File: config.mk
export PLATFORM = sky130hd
export DESIGN_NAME = range_tracker_mc
export DESIGN_NICKNAME = d
export VERILOG_FILES = /design/src/rtl/range_tracker_mc.sv
export SDC_FILE = /design/constraint.sdc
export NUM_CORES = 1
export LEC_CHECK = 0
export ABC_AREA = 1
export CAP_MARGIN = 10
export CELL_PAD_IN_SITES_DETAIL_PLACEMENT = 2
export CELL_PAD_IN_SITES_GLOBAL_PLACEMENT = 2
export CORE_ASPECT_RATIO = 0.8
export CORE_MARGIN = 4
export CORE_UTILIZATION = 33
export CTS_BUF_LIST = sky130_fd_sc_hd__clkbuf_8
export DETAILED_ROUTE_END_ITERATION = 10
export PLACE_DENSITY_LB_ADDON = 0.3
export REMOVE_ABC_BUFFERS = 1
export SLEW_MARGIN = 20
export SYNTH_ARGS = -nofsm -noshare
export SYNTH_HDL_FRONTEND = slang
export SYNTH_SLANG_ARGS = --single-unit
File: constraint.sdc
create_clock -name clock -period 5 [get_ports clock]
set_clock_uncertainty 0.05 [all_clocks]
set_input_delay 1.5 -clock clock [delete_from_list [all_inputs] [get_ports clock]]
set_output_delay 1.5 -clock clock [all_outputs]
set_load 0.05 [all_outputs]
File: src/rtl/range_tracker_mc.sv
// range_tracker_mc: session-based multi-channel running min/max tracker.
// A session opens on go, folds valid samples per channel, and on finish
// publishes min, max, range and sample count with a one-cycle done strobe.
// Protocol misuse is reported through a sticky error flag and error code.
module range_tracker_mc #(
    parameter int WIDTH  = 16,
    parameter int NUM_CH = 4,
    parameter int SIGNED = 0,
    parameter int CNT_W  = 16
) (
    input  logic                    clock,
    input  logic                    reset_n,
    input  logic                    go,
    input  logic                    finish,
    input  logic                    data_valid,
    input  logic [NUM_CH*WIDTH-1:0] data_in,
    output logic [NUM_CH*WIDTH-1:0] min_out,
    output logic [NUM_CH*WIDTH-1:0] max_out,
    output logic [NUM_CH*WIDTH-1:0] range_out,
    output logic [CNT_W-1:0]        sample_count,
    output logic                    busy,
    output logic                    done,
    output logic                    error,
    output logic [1:0]              error_code
);

    typedef enum logic [1:0] {
        S_IDLE,
        S_READING,
        S_DONE,
        S_ERROR
    } state_t;

    localparam logic [1:0] ERR_GO_FINISH  = 2'd1;
    localparam logic [1:0] ERR_NO_SESSION = 2'd2;
    localparam logic [1:0] ERR_ZERO_SAMP  = 2'd3;

    state_t                  state;
    logic [NUM_CH*WIDTH-1:0] cur_min;
    logic [NUM_CH*WIDTH-1:0] cur_max;
    logic [CNT_W-1:0]        cnt;

    logic [NUM_CH*WIDTH-1:0] nxt_min;
    logic [NUM_CH*WIDTH-1:0] nxt_max;
    logic [NUM_CH*WIDTH-1:0] nxt_range;
    logic [CNT_W-1:0]        cnt_inc;
    logic [CNT_W-1:0]        nxt_cnt;

    // a < b under the configured signedness
    function automatic logic lt(input logic [WIDTH-1:0] a, input logic [WIDTH-1:0] b);
        if (SIGNED != 0)
            return $signed(a) < $signed(b);
        else
            return a < b;
    endfunction

    // Fold the current sample into the running min/max; an empty session
    // (count 0) loads the sample instead of comparing against stale values.
    always_comb begin
        logic [WIDTH-1:0] d;
        logic [WIDTH-1:0] mn;
        logic [WIDTH-1:0] mx;
        logic [WIDTH:0]   emn;
        logic [WIDTH:0]   emx;
        logic [WIDTH:0]   diff;
        d         = '0;
        mn        = '0;
        mx        = '0;
        emn       = '0;
        emx       = '0;
        diff      = '0;
        nxt_min   = '0;
        nxt_max   = '0;
        nxt_range = '0;
        cnt_inc   = (cnt == '1) ? cnt : cnt + CNT_W'(1);
        nxt_cnt   = data_valid ? cnt_inc : cnt;
        for (int unsigned c = 0; c < NUM_CH; c++) begin
            d  = data_in[c*WIDTH +: WIDTH];
            mn = cur_min[c*WIDTH +: WIDTH];
            mx = cur_max[c*WIDTH +: WIDTH];
            if (data_valid) begin
                if (cnt == '0 || lt(d, mn)) mn = d;
                if (cnt == '0 || lt(mx, d)) mx = d;
            end
            nxt_min[c*WIDTH +: WIDTH] = mn;
            nxt_max[c*WIDTH +: WIDTH] = mx;
            emn  = {(SIGNED != 0) && mn[WIDTH-1], mn};
            emx  = {(SIGNED != 0) && mx[WIDTH-1], mx};
            diff = emx - emn;
            nxt_range[c*WIDTH +: WIDTH] = diff[WIDTH-1:0];
        end
    end

    // Session FSM with registered outputs; go&finish outranks every other rule,
    // and go alone opens a session from any state (clearing a pending error).
    always_ff @(posedge clock or negedge reset_n) begin
        if (!reset_n) begin
            state        <= S_IDLE;
            cur_min      <= '0;
            cur_max      <= '0;
            cnt          <= '0;
            min_out      <= '0;
            max_out      <= '0;
            range_out    <= '0;
            sample_count <= '0;
            busy         <= 1'b0;
            done         <= 1'b0;
            error        <= 1'b0;
            error_code   <= '0;
        end else begin
            done <= 1'b0;
            busy <= 1'b0;
            if (go && finish) begin
                state      <= S_ERROR;
                error      <= 1'b1;
                error_code <= ERR_GO_FINISH;
            end else if (go) begin
                state <= S_READING;
                busy  <= 1'b1;
                if (state == S_ERROR) begin
                    error      <= 1'b0;
                    error_code <= '0;
                end
                if (data_valid) begin
                    cur_min <= data_in;
                    cur_max <= data_in;
                    cnt     <= CNT_W'(1);
                end else begin
                    cnt <= '0;
                end
            end else begin
                case (state)
                    S_IDLE: begin
                        if (finish) begin
                            state      <= S_ERROR;
                            error      <= 1'b1;
                            error_code <= ERR_NO_SESSION;
                        end
                    end
                    S_READING: begin
                        cur_min <= nxt_min;
                        cur_max <= nxt_max;
                        cnt     <= nxt_cnt;
                        if (finish) begin
                            if (nxt_cnt == '0) begin
                                state      <= S_ERROR;
                                error      <= 1'b1;
                                error_code <= ERR_ZERO_SAMP;
                            end else begin
                                state        <= S_DONE;
                                min_out      <= nxt_min;
                                max_out      <= nxt_max;
                                range_out    <= nxt_range;
                                sample_count <= nxt_cnt;
                                done         <= 1'b1;
                            end
                        end else begin
                            busy <= 1'b1;
                        end
                    end
                    S_DONE: begin
                        if (!finish) state <= S_IDLE;
                    end
                    S_ERROR: begin
                        state <= S_ERROR;
                    end
                    default: state <= S_IDLE;
                endcase
            end
        end
    end

endmodule

==> results of run 1 <==
[sequential cells by signal (all words and copies together) (netlist names)]
register / cells
cur_max: 64
cur_min: 64
max_out: 64
min_out: 64
range_out: 64
cnt: 16
sample_count: 16
error_code: 2
state: 2
busy: 1
done: 1
error: 1
[kinds of logic (layout without fill, tap and decap cells)]
kind of cell,Yosys count,count (layout)
AO/OA/AOI/OAI,605,605
XOR/XNOR,56,56
adder cells (fa/ha/maj),165,165
buffers and inverters,412,1046
flip-flops,359,359
other,0,3
AND/OR/NAND/NOR,1326,1326
[stage by stage]
stage | instances | util (%) | setup TNS [ns]
global route | 4418 | 45.5 | -1.83
CTS | 4409 | 45.0 | -0.0105
global placement | 4282 | 42.5 | -23.53
floorplan | 2795 | - | -1233.67
finish | 4420 | 45.5 | -0.134
detailed placement | 4282 | 42.5 | -35.40
[synth_stat cells]
cell type and number:
sky130_fd_sc_hd__clkbuf_2 1, sky130_fd_sc_hd__clkinv_1 1, sky130_fd_sc_hd__nor2_2 1, sky130_fd_sc_hd__nor3_1 16
sky130_fd_sc_hd__nor2_4 2, sky130_fd_sc_hd__buf_4 24, sky130_fd_sc_hd__buf_6 1, sky130_fd_sc_hd__a21o_1 2
sky130_fd_sc_hd__xor2_1 39, sky130_fd_sc_hd__o21bai_1 5, sky130_fd_sc_hd__inv_2 3, sky130_fd_sc_hd__a21oi_1 189
sky130_fd_sc_hd__buf_1 8, sky130_fd_sc_hd__nand3_1 143, sky130_fd_sc_hd__buf_2 29, sky130_fd_sc_hd__a22oi_1 86
sky130_fd_sc_hd__nor2_1 103, sky130_fd_sc_hd__xnor2_1 17, sky130_fd_sc_hd__o21ai_1 141, sky130_fd_sc_hd__clkbuf_1 65
sky130_fd_sc_hd__inv_1 280, sky130_fd_sc_hd__a211oi_1 3, sky130_fd_sc_hd__fa_1 4, sky130_fd_sc_hd__o21a_1 22
sky130_fd_sc_hd__nand4_1 18, sky130_fd_sc_hd__o21ai_0 136, sky130_fd_sc_hd__ha_1 161, sky130_fd_sc_hd__a31oi_1 5
sky130_fd_sc_hd__nand2_1 1000, sky130_fd_sc_hd__nor4_1 4, sky130_fd_sc_hd__or2_2 30, sky130_fd_sc_hd__dfrtp_1 359
sky130_fd_sc_hd__nor3_2 1, sky130_fd_sc_hd__o22ai_1 10, sky130_fd_sc_hd__a21boi_0 5, sky130_fd_sc_hd__nand3_2 1
sky130_fd_sc_hd__a221oi_1 1, sky130_fd_sc_hd__nand3b_1 7
[power by group through the flow]
stage	registers [mW]	logic [mW]	clock network (mW)
final	4.76	13.5	3.16
after global routing	4.89	14.5	3.39
after CTS	4.75	13.0	3.25
after detailed placement	4.77	12.7	0
after global placement	4.68	12.0	0
after floorplan	7.30	4.60	0
[final cells by class]
cell class	instances	area (µm²)	area share (%)
multi-input combinational	2152	11700	39.2
sequential	359	8980	30.0
timing repair buffer	637	5640	18.8
clock buffer	92	1270	4.23
tap	860	1080	3.59
inverter	284	1070	3.58
clock inverter	33	170	0.568
antenna	3	7.51	0.0251
[worst paths after layout]
check	startpoint	end	slack, ns	depth (start not counted)
min	max_out[42]	max_out[42]	0.43	2
max reg2reg	cur_max[33]	range_out[47]	0.76	24
max	data_in[5]	range_out[14]	-0.12	27
max in group asynchronous	reset_n	cnt[12]	2.89	2
min reg2reg	max_out[42]	max_out[42]	0.43	2
min in group asynchronous	reset_n	max_out[3]	0.87	1
[layer usage]
layer,wire [µm],track usage (%),up-vias
met1,42300,32.2,11900
met4,3010,7.98,6
li1,-,-,10700
met3,4000,5.10,180
met2,49900,46.5,454
met5,47,0,-
[repair_timing]
action | 4_1_cts | 5_1_grt
setup endpoints to repair | 32 | 34
cloned | 0 | 1
pin swaps | 9 | 28
resized for setup | 64 | 111
setup buffers | 2 | 7
[layout by cell type (no fill, tap or decap), drive strengths merged]
master and instances:
o21bai 5, bufinv 1, buf 359, diode 3, a22oi 86, nand3 144, or2 30, clkbuf 95
a31oi 5, a211oi 3, clkinv 8, xor2 39, fa 4, nand4 18, xnor2 17, dlymetal6s2s 12
a21oi 189, a21o 2, inv 308, nor2 106, dlygate4sd2 6, nor4 4, o21a 22, dfrtp 359
nand2 1000, o22ai 10, o21ai 277, clkdlybuf4s15 2, nor3 17, clkdlybuf4s50 255, nand3b 7, ha 161
a21boi 5, a221oi 1
[critical path, delay by kind of cell]
kind,cells,cell delay (ns)
simple gates,17,1.75
buf+inv,4,0.92
compound gates,4,0.75
fa+ha+maj,2,0.67
==> flow_summary.ini, run 1 <==
[outcome]
run_status = finished, violations left
violations_in_the_final_reports = negative setup slack

[sta]
finalHoldViolations = 0
max_slew_margin_pct = 30.8
holdWs_ns = 0.431
fin_ws_ns = -0.115
timing.fmax_mhz = 195
slew_limit_fails = 0
worst-slew-pin-transition_ns = 1.04
rsz_0062_raised_after_global_routing = yes
post-route-period-util_pct = 102
setup_viol_count_final = 3
timing.final.crit_period_ns = 5.12

[route]
detail_route.iter0.violations = 1060
postRouteWirelength_um = 99300
viasPerCell = 5.27
total_drc_errors_in_the_routed_layout = 0
routed_wire_length_per_instance_um = 22.5
via_count = 23300
dr.pass1.iters = 5
drtAntennaViolNets = 0

[clock_tree]
clock_tree.buffer_depth = 3
cts.reportedPaths.clkPinSlew_ns = 0.06
tritoncts.num_buffers = 70
h_tree_depth = 3
cts.hold.buffers_added = 0
clock_tree_from_tritoncts = done
worst_skew_late_latency_ns = 0.66
cts.sink_count = 359
cts_root_buf = sky130_fd_sc_hd__clkbuf_8

[setup_path]
critical_path.max_fanout = 7
critical_path_s_slowest_cell = sky130_fd_sc_hd__clkdlybuf4s50_1
worst_ep_arrival_time_ns = 5.60
path_common_cell = sky130_fd_sc_hd__nand2_1
cpPeakStageDelay_ns = 0.47
critical_path_required_ns = 5.48
critical_path_class = input port to flop
cp-end-kind = flop
cp-start-kind = input port

[final_layout]
flow.area_growth_from_synthesis_pct = 36.3
layout.filler_cells = 7471
design_area_mm2 = 0.0300
final_layout_size_suffix_gt1_share_pct = 16.8
net_total_in_the_final_layout = 3738

[global_route]
grt_antenna_before_repair = 7
overflow = 0
gr-usage-all-layers_pct = 26.2
first_global_vias = 26200
wire_length_of_the_first_global_routing_pass_um = 148000
largest_net_degree_at_the_start_of_global_routing = 99

[flow_run]
max_cap_violations = 0

[logic_synthesis]
synthSimpleGateAreaFrac_pct = 24.4
synth_top_family_by_area = simple AND/OR/NAND/NOR gates
number_of_instances_in_the_synthesized_netlist = 2923
yosys_register_bits = 359
synth.cell_area_mm2 = 0.0220
synth_top_area_cell = sky130_fd_sc_hd__dfrtp_1
synth_largest_type_area_fraction_pct = 40.9
post_synth_fa_ha_maj_area_fraction_pct = 9.53
post_synth_main_area_contributors = sky130_fd_sc_hd__dfrtp_1, sky130_fd_sc_hd__nand2_1, sky130_fd_sc_hd__ha_1, sky130_fd_sc_hd__inv_1, sky130_fd_sc_hd__a21oi_1
yosys_warn_count = 0
synth-seq-area-share_pct = 40.9
synth_area_per_cell_um2 = 7.52
synth_mux_area_share_pct = 0
synth_compound_area_share_pct = 15.3
yosys.area_share.xor_xnor_pct = 2.23
synth.distinct_cells = 38

[pwr]
p_leak_nw = 15.6
switching_share_pct = 50.2
internal_power_mw = 10.6
switching_power_mw = 10.7
vdd_drop_max_uv = 412
power_density_mw_per_mm2 = 714
power_frac_seq_pct = 22.3
total_power_mw = 21.4
comb_power_share_pct = 62.9
power.share.clock_pct = 14.8

[floorplanning]
design.die.area_mm2 = 0.0708
effective_utilization_at_floorplan_pct = 33.4
die_h_um = 239
num_io_pins = 282
die_width_um = 296
placeable_area_mm2 = 0.0658
core.rowCount = 84

[placed_design]
post_dp_cell_area_mm2 = 0.0280
placement.io_buffers = 281
post-place-ws_ns = -1.28
globalplace.congestion = 0.861
dpl.hpwl_um = 67700

[worst_hold_path]
hold_path_class = flop to flop
No activity file was read; power rests on OpenSTA's default activity.
==> run 2: changes to the inputs <==
Settings changed: CORE_UTILIZATION 33 to 30, SKIP_LAST_GASP set to 1.
Clock period 5 ns to 4.35 ns, I/O delays scaled along.
==> run 2 against run 1 <==
The flow still finishes with violations (negative setup slack). Setup slack got worse by 0.062 ns. Global-route usage fell by 1.3 points. First-iteration DRC count rose by 0.38%. Clock power rose by 20%. Clock-buffer cell count fell by 2. Via count rose by 3.0%. Register-to-register slack got worse by 0.75 ns. Combinational power rose by 27%. Non-clock buffer count rose by 143.
==> flow_summary.ini, run 2 (same netlist as run 1, synthesis figures left out) <==
[outcome]
run_status = finished, violations left
violations_in_the_final_reports = negative setup slack

[pwr]
switching_power_mw = 13.1
total_power_mw = 26.5
p_leak_nw = 16.3
vdd_drop_max_uv = 422
internal_power_mw = 13.4
power.share.clock_pct = 14.3
power_density_mw_per_mm2 = 830
power_frac_seq_pct = 20.7
comb_power_share_pct = 65.0
switching_share_pct = 49.5

[global_route]
use_met3_pct = 3.86
gr-usage-met2_pct = 44.6
busiest_layer = met2
wire_length_of_the_first_global_routing_pass_um = 156000
largest_net_degree_at_the_start_of_global_routing = 114
gr-usage-met1_pct = 30.6
gr-usage-all-layers_pct = 24.9
overflow = 0
grt_antenna_before_repair = 3
first_global_vias = 27500

[route]
viasPerCell = 5.16
routed_wire_length_per_instance_um = 22.6
drtAntennaViolNets = 0
postRouteWirelength_um = 105000
total_drc_errors_in_the_routed_layout = 0
detail_route.iter0.violations = 1064
via_count = 24000
dr.pass1.iters = 5

[floorplanning]
die_width_um = 311
design.die.area_mm2 = 0.0777
core.rowCount = 88
effective_utilization_at_floorplan_pct = 30.4
num_io_pins = 282
die_h_um = 250
placeable_area_mm2 = 0.0723

[setup_path]
cp-end-kind = flop
cpPeakStageDelay_ns = 0.43
cp_num_cells = 33
crit_buf_inv = 5
worst_ep_arrival_time_ns = 5.03
critical_path_s_slowest_cell = sky130_fd_sc_hd__fa_2
cp-start-kind = input port
critical_path_required_ns = 4.85
critical_path_class = input port to flop
worstRegToRegCells = 33
critical_path.max_fanout = 5
worst_path_dominant_cell_family = simple AND/OR/NAND/NOR gates

[worst_hold_path]
min_delay_path_depth = 2
hold_path_class = flop to flop

[placed_design]
dpl.hpwl_um = 69500
placement.io_buffers = 281
globalplace.congestion = 0.847
place.detailed.instances = 4470

[final_layout]
layout.cells.most_common_list = sky130_fd_sc_hd__nand2_1, sky130_fd_sc_hd__buf_4, sky130_fd_sc_hd__dfrtp_1
final-instance-count-excl-fill = 4651
layout_commonest_cell = sky130_fd_sc_hd__nand2_1
layout.filler_cells = 8167
net_total_in_the_final_layout = 3883
flow.area_growth_from_synthesis_pct = 45.5
final_layout_size_suffix_gt1_share_pct = 24.1

[clock_tree]
tritoncts.num_buffers = 72
cts.hold.buffers_added = 0
clock_tree.buffer_depth = 3
clock_tree_from_tritoncts = done
cts.sink_count = 359
cts.reportedPaths.clkPinSlew_ns = 0.06
h_tree_depth = 3
cts_root_buf = sky130_fd_sc_hd__clkbuf_8
worst_skew_late_latency_ns = 0.69

[sta]
timing.final.crit_period_ns = 4.53
worst-slew-pin-transition_ns = 0.945
rsz_0062_raised_after_global_routing = yes
setup_viol_count_final = 7
post-route-period-util_pct = 104
finalHoldViolations = 0
fin_ws_ns = -0.177
timing.fmax_mhz = 221
max_slew_margin_pct = 37.0
slew_limit_fails = 0

[flow_run]
max_cap_violations = 0
-- run 2: cell types whose count changed in the layout (fill, tap and decap cells not counted), sizes merged, moves of 3 or more --
cell	previous run	this run
clkbuf	95	115
inv	308	301
dlymetal6s2s	12	8
clkdlybuf4s50	255	217
clkinv	8	16
clkinvlp	0	3
clkdlybuf4s15	2	7
dlygate4sd2	6	17
buf	359	506
-- run 2: path summary, 6_finish.rpt --
path,from,to,slack (ns)
min in group asynchronous,reset_n,cur_min[3],0.62
setup reg to reg,cur_min[33],range_out[46],0.01
max in group asynchronous,reset_n,cnt[13],2.65
setup / recovery,data_in[33],range_out[46],-0.18
hold reg to reg,max_out[58],max_out[58],0.44
hold / removal,max_out[58],max_out[58],0.44
-- run 2: power by group through the flow --
stage / Combinational, mW / Sequential [mW] / Clock, mW
after floorplan: 5.28 / 8.39 / 0
after global placement: 14.4 / 5.37 / 0
after detailed placement: 15.1 / 5.47 / 0
after CTS: 16.0 / 5.46 / 3.90
after global routing: 18.4 / 5.65 / 4.09
final: 17.2 / 5.49 / 3.80
-- run 2: final cells by class --
type	instances	area (µm²)	share of cell area [%]
Multi-Input combinational cell	2152	12600	39.3
Clock buffer	90	1240	3.88
Tap cell	945	1180	3.70
Sequential cell	359	8980	28.1
Antenna cell	2	5.00	0.0157
Timing Repair Buffer	780	6660	20.8
Inverter	284	1080	3.38
Clock inverter	39	255	0.798
-- run 2: through the flow --
| stage | hold slack, ns | TNS, ns | cell area, µm² | worst slack, ns | util [%] |
|---|---|---|---|---|---|
| 5_1_grt | 0.469 | -1.69 | 32000 | -0.288 | 44.2 |
| 2_1_floorplan | 0.442 | -1387.46 | 21400 | -5.56 | - |
| 4_1_cts | 0.435 | -0.114 | 31100 | -0.0715 | 43.0 |
| 3_5_place_dp | 0.418 | -61.82 | 28900 | -1.77 | 40.0 |
| 3_3_place_gp | 0.413 | -45.28 | 28900 | -1.27 | 40.0 |
| 6_report | 0.439 | -0.526 | 32000 | -0.177 | 44.2 |
-- run 2: worst register-to-register path: cells and delay by family (launching register included) --
kind | cells | cell delay, ns
adders and majority gates | 2 | 0.69
xor gates and xnor gates | 1 | 0.16
and+or+nand+nor | 20 | 1.69
DFF | 1 | 0.38
AOI/OAI and AO/OA | 6 | 0.70
buffers and inverters | 4 | 0.52
-- run 2: what timing repair did --
action	in CTS	in global routing
gates resized for setup	234	227
pin swaps	52	94
gates cloned	0	0
endpoints found under the setup margin	46	41
buffers inserted	23	27
-- run 2: layer usage --
metal  vias up  share of wire [%]
met5         -              0.012
met4         2                3.4
met3       212                3.6
met2       509                 50
met1     12300                 42
li1      11000                  -
==> run 3: changes to the inputs <==
Settings changed: CTS_CLUSTER_DIAMETER set to 30, PLACE_DENSITY_LB_ADDON 0.3 to 0.12.
==> run 3 against run 2 <==
The run still ends with negative setup slack left. Combinational power down 5%. Sequential share of layout area down 0.82 points. Clock power up 64%. Wire length down 7.5%. Largest power group unchanged.
==> flow_summary.ini, run 3 (same netlist as run 1, synthesis figures left out) <==
[outcome]
run_status = finished, violations left
violations_in_the_final_reports = negative setup slack

[setup_path]
critical_path.max_fanout = 5
path_common_cell = sky130_fd_sc_hd__nand2_2
critical_path_required_ns = 4.90
cpPeakStageDelay_ns = 0.36
critical_path_class = input port to flop
worst_ep_arrival_time_ns = 4.96
critical_path_s_slowest_cell = sky130_fd_sc_hd__fa_2
cp-start-kind = input port
cp-end-kind = flop

[route]
detail_route.iter0.violations = 829
routed_wire_length_per_instance_um = 20.7
drtAntennaViolNets = 0
total_drc_errors_in_the_routed_layout = 0
postRouteWirelength_um = 97100
via_count = 23500
dr.pass1.iters = 5
viasPerCell = 5.02

[clock_tree]
h_tree_depth = 3
cts.sink_count = 359
cts.reportedPaths.clkPinSlew_ns = 0.05
clock_tree.buffer_depth = 3
tritoncts.num_buffers = 108
clock_tree_from_tritoncts = done
cts_root_buf = sky130_fd_sc_hd__clkbuf_8
worst_skew_late_latency_ns = 0.73

[floorplanning]
num_io_pins = 282
die_width_um = 311
effective_utilization_at_floorplan_pct = 30.4
design.die.area_mm2 = 0.0777
placeable_area_mm2 = 0.0723
die_h_um = 250
core.rowCount = 88

[global_route]
first_global_vias = 27200
wire_length_of_the_first_global_routing_pass_um = 152000
gr-usage-all-layers_pct = 24.1
largest_net_degree_at_the_start_of_global_routing = 112
overflow = 0
grt_antenna_before_repair = 12

[sta]
rsz_0062_raised_after_global_routing = yes
timing.fmax_mhz = 227
slew_limit_fails = 0
post-route-period-util_pct = 101
finalHoldViolations = 0
timing.final.crit_period_ns = 4.41
max_slew_margin_pct = 38.9
holdWs_ns = 0.436
setup_viol_count_final = 2
fin_ws_ns = -0.0620
worst-slew-pin-transition_ns = 0.916

[placed_design]
dpl.hpwl_um = 66000
globalplace.congestion = 0.827
post-place-ws_ns = -1.72
placement.io_buffers = 281

[final_layout]
layout_commonest_cell = sky130_fd_sc_hd__nand2_1
flow.area_growth_from_synthesis_pct = 49.9
layout.cells.most_common_list = sky130_fd_sc_hd__nand2_1, sky130_fd_sc_hd__buf_4, sky130_fd_sc_hd__dfrtp_1
final_layout_size_suffix_gt1_share_pct = 24.6
net_total_in_the_final_layout = 3878

[pwr]
total_power_mw = 28.0
power_density_mw_per_mm2 = 852
vdd_drop_max_uv = 449
p_leak_nw = 16.9

[worst_hold_path]
hold_path_class = flop to flop

[flow_run]
max_cap_violations = 0
run 3: cell count changes in the layout (fill, tap and decap cells not counted), sizes merged:
cell / delta
buf: -43
clkbuf: +30
bufinv: +20
dlymetal6s2s: +19
clkinvlp: +11
clkinv: +10
inv: -8
diode: +3
dlygate4sd2: -3
clkdlybuf4s15: -2
run 3: layout make-up:
cell class | instances | area, µm²
clock inverter | 72 | 973
fill | 8043 | 39400
antenna | 5 | 12.5
inverter | 284 | 1070
clock buffer | 132 | 1820
tap | 945 | 1180
sequential | 359 | 8980
timing repair buffer | 739 | 6470
multi-input combinational | 2152 | 12400
run 3: path summary, 6_finish.rpt:
path | slack (ns) | depth (start not counted) | startpoint | end
hold reg to reg | 0.44 | 2 | min_out[3] | min_out[3]
setup reg to reg | 0.21 | 29 | cnt[0] | range_out[46]
setup / recovery | -0.06 | 30 | data_in[40] | range_out[46]
min in group asynchronous | 0.54 | 1 | reset_n | min_out[3]
hold / removal | 0.44 | 2 | min_out[3] | min_out[3]
max in group asynchronous | 2.69 | 2 | reset_n | cur_max[53]
run 3: worst max-delay path, delay by kind of cell:
| family | cells | cell delay (ns) |
|---|---|---|
| AOI/OAI and AO/OA | 5 | 0.69 |
| xor gates and xnor gates | 1 | 0.18 |
| and+or+nand+nor | 16 | 1.37 |
| adders and majority gates | 3 | 0.76 |
| buffers and inverters | 5 | 0.62 |
run 3: what timing repair did:
action / in CTS / in global routing
hold buffers: 0 / 0
pin swaps: 50 / 85
gates resized for setup: 206 / 187
buffers inserted: 20 / 14
endpoints found under the setup margin: 43 / 38
cloned: 0 / 0
run 3: where the power goes:
part,switching [mW],leakage (nW),internal [mW]
combinational,9.94,11.1,6.41
sequential,0.847,4.32,4.62
clock,2.09,1.43,4.13
total,12.9,16.9,15.2
run 3: layer usage:
layer / share of wire, % / GRT usage, % / vias to the layer above
met2: 50 / 43.3 / 381
met1: 43 / 29.4 / 11900
met4: 2.7 / 6.97 / 8
met3: 3.6 / 4.50 / 166
li1: - / - / 11100
met5: 0.048 / 0 / -
run 3: through the flow:
step	TNS (ns)	area, µm²	util, %	instances
finish	-0.0797	32900	45.5	4688
global route	-0.708	32900	45.5	4686
CTS	-0.0195	32200	44.5	4669
detailed placement	-58.70	28700	39.7	4445
global placement	-46.48	28700	39.7	4445
floorplan	-1387.46	21400	-	2795
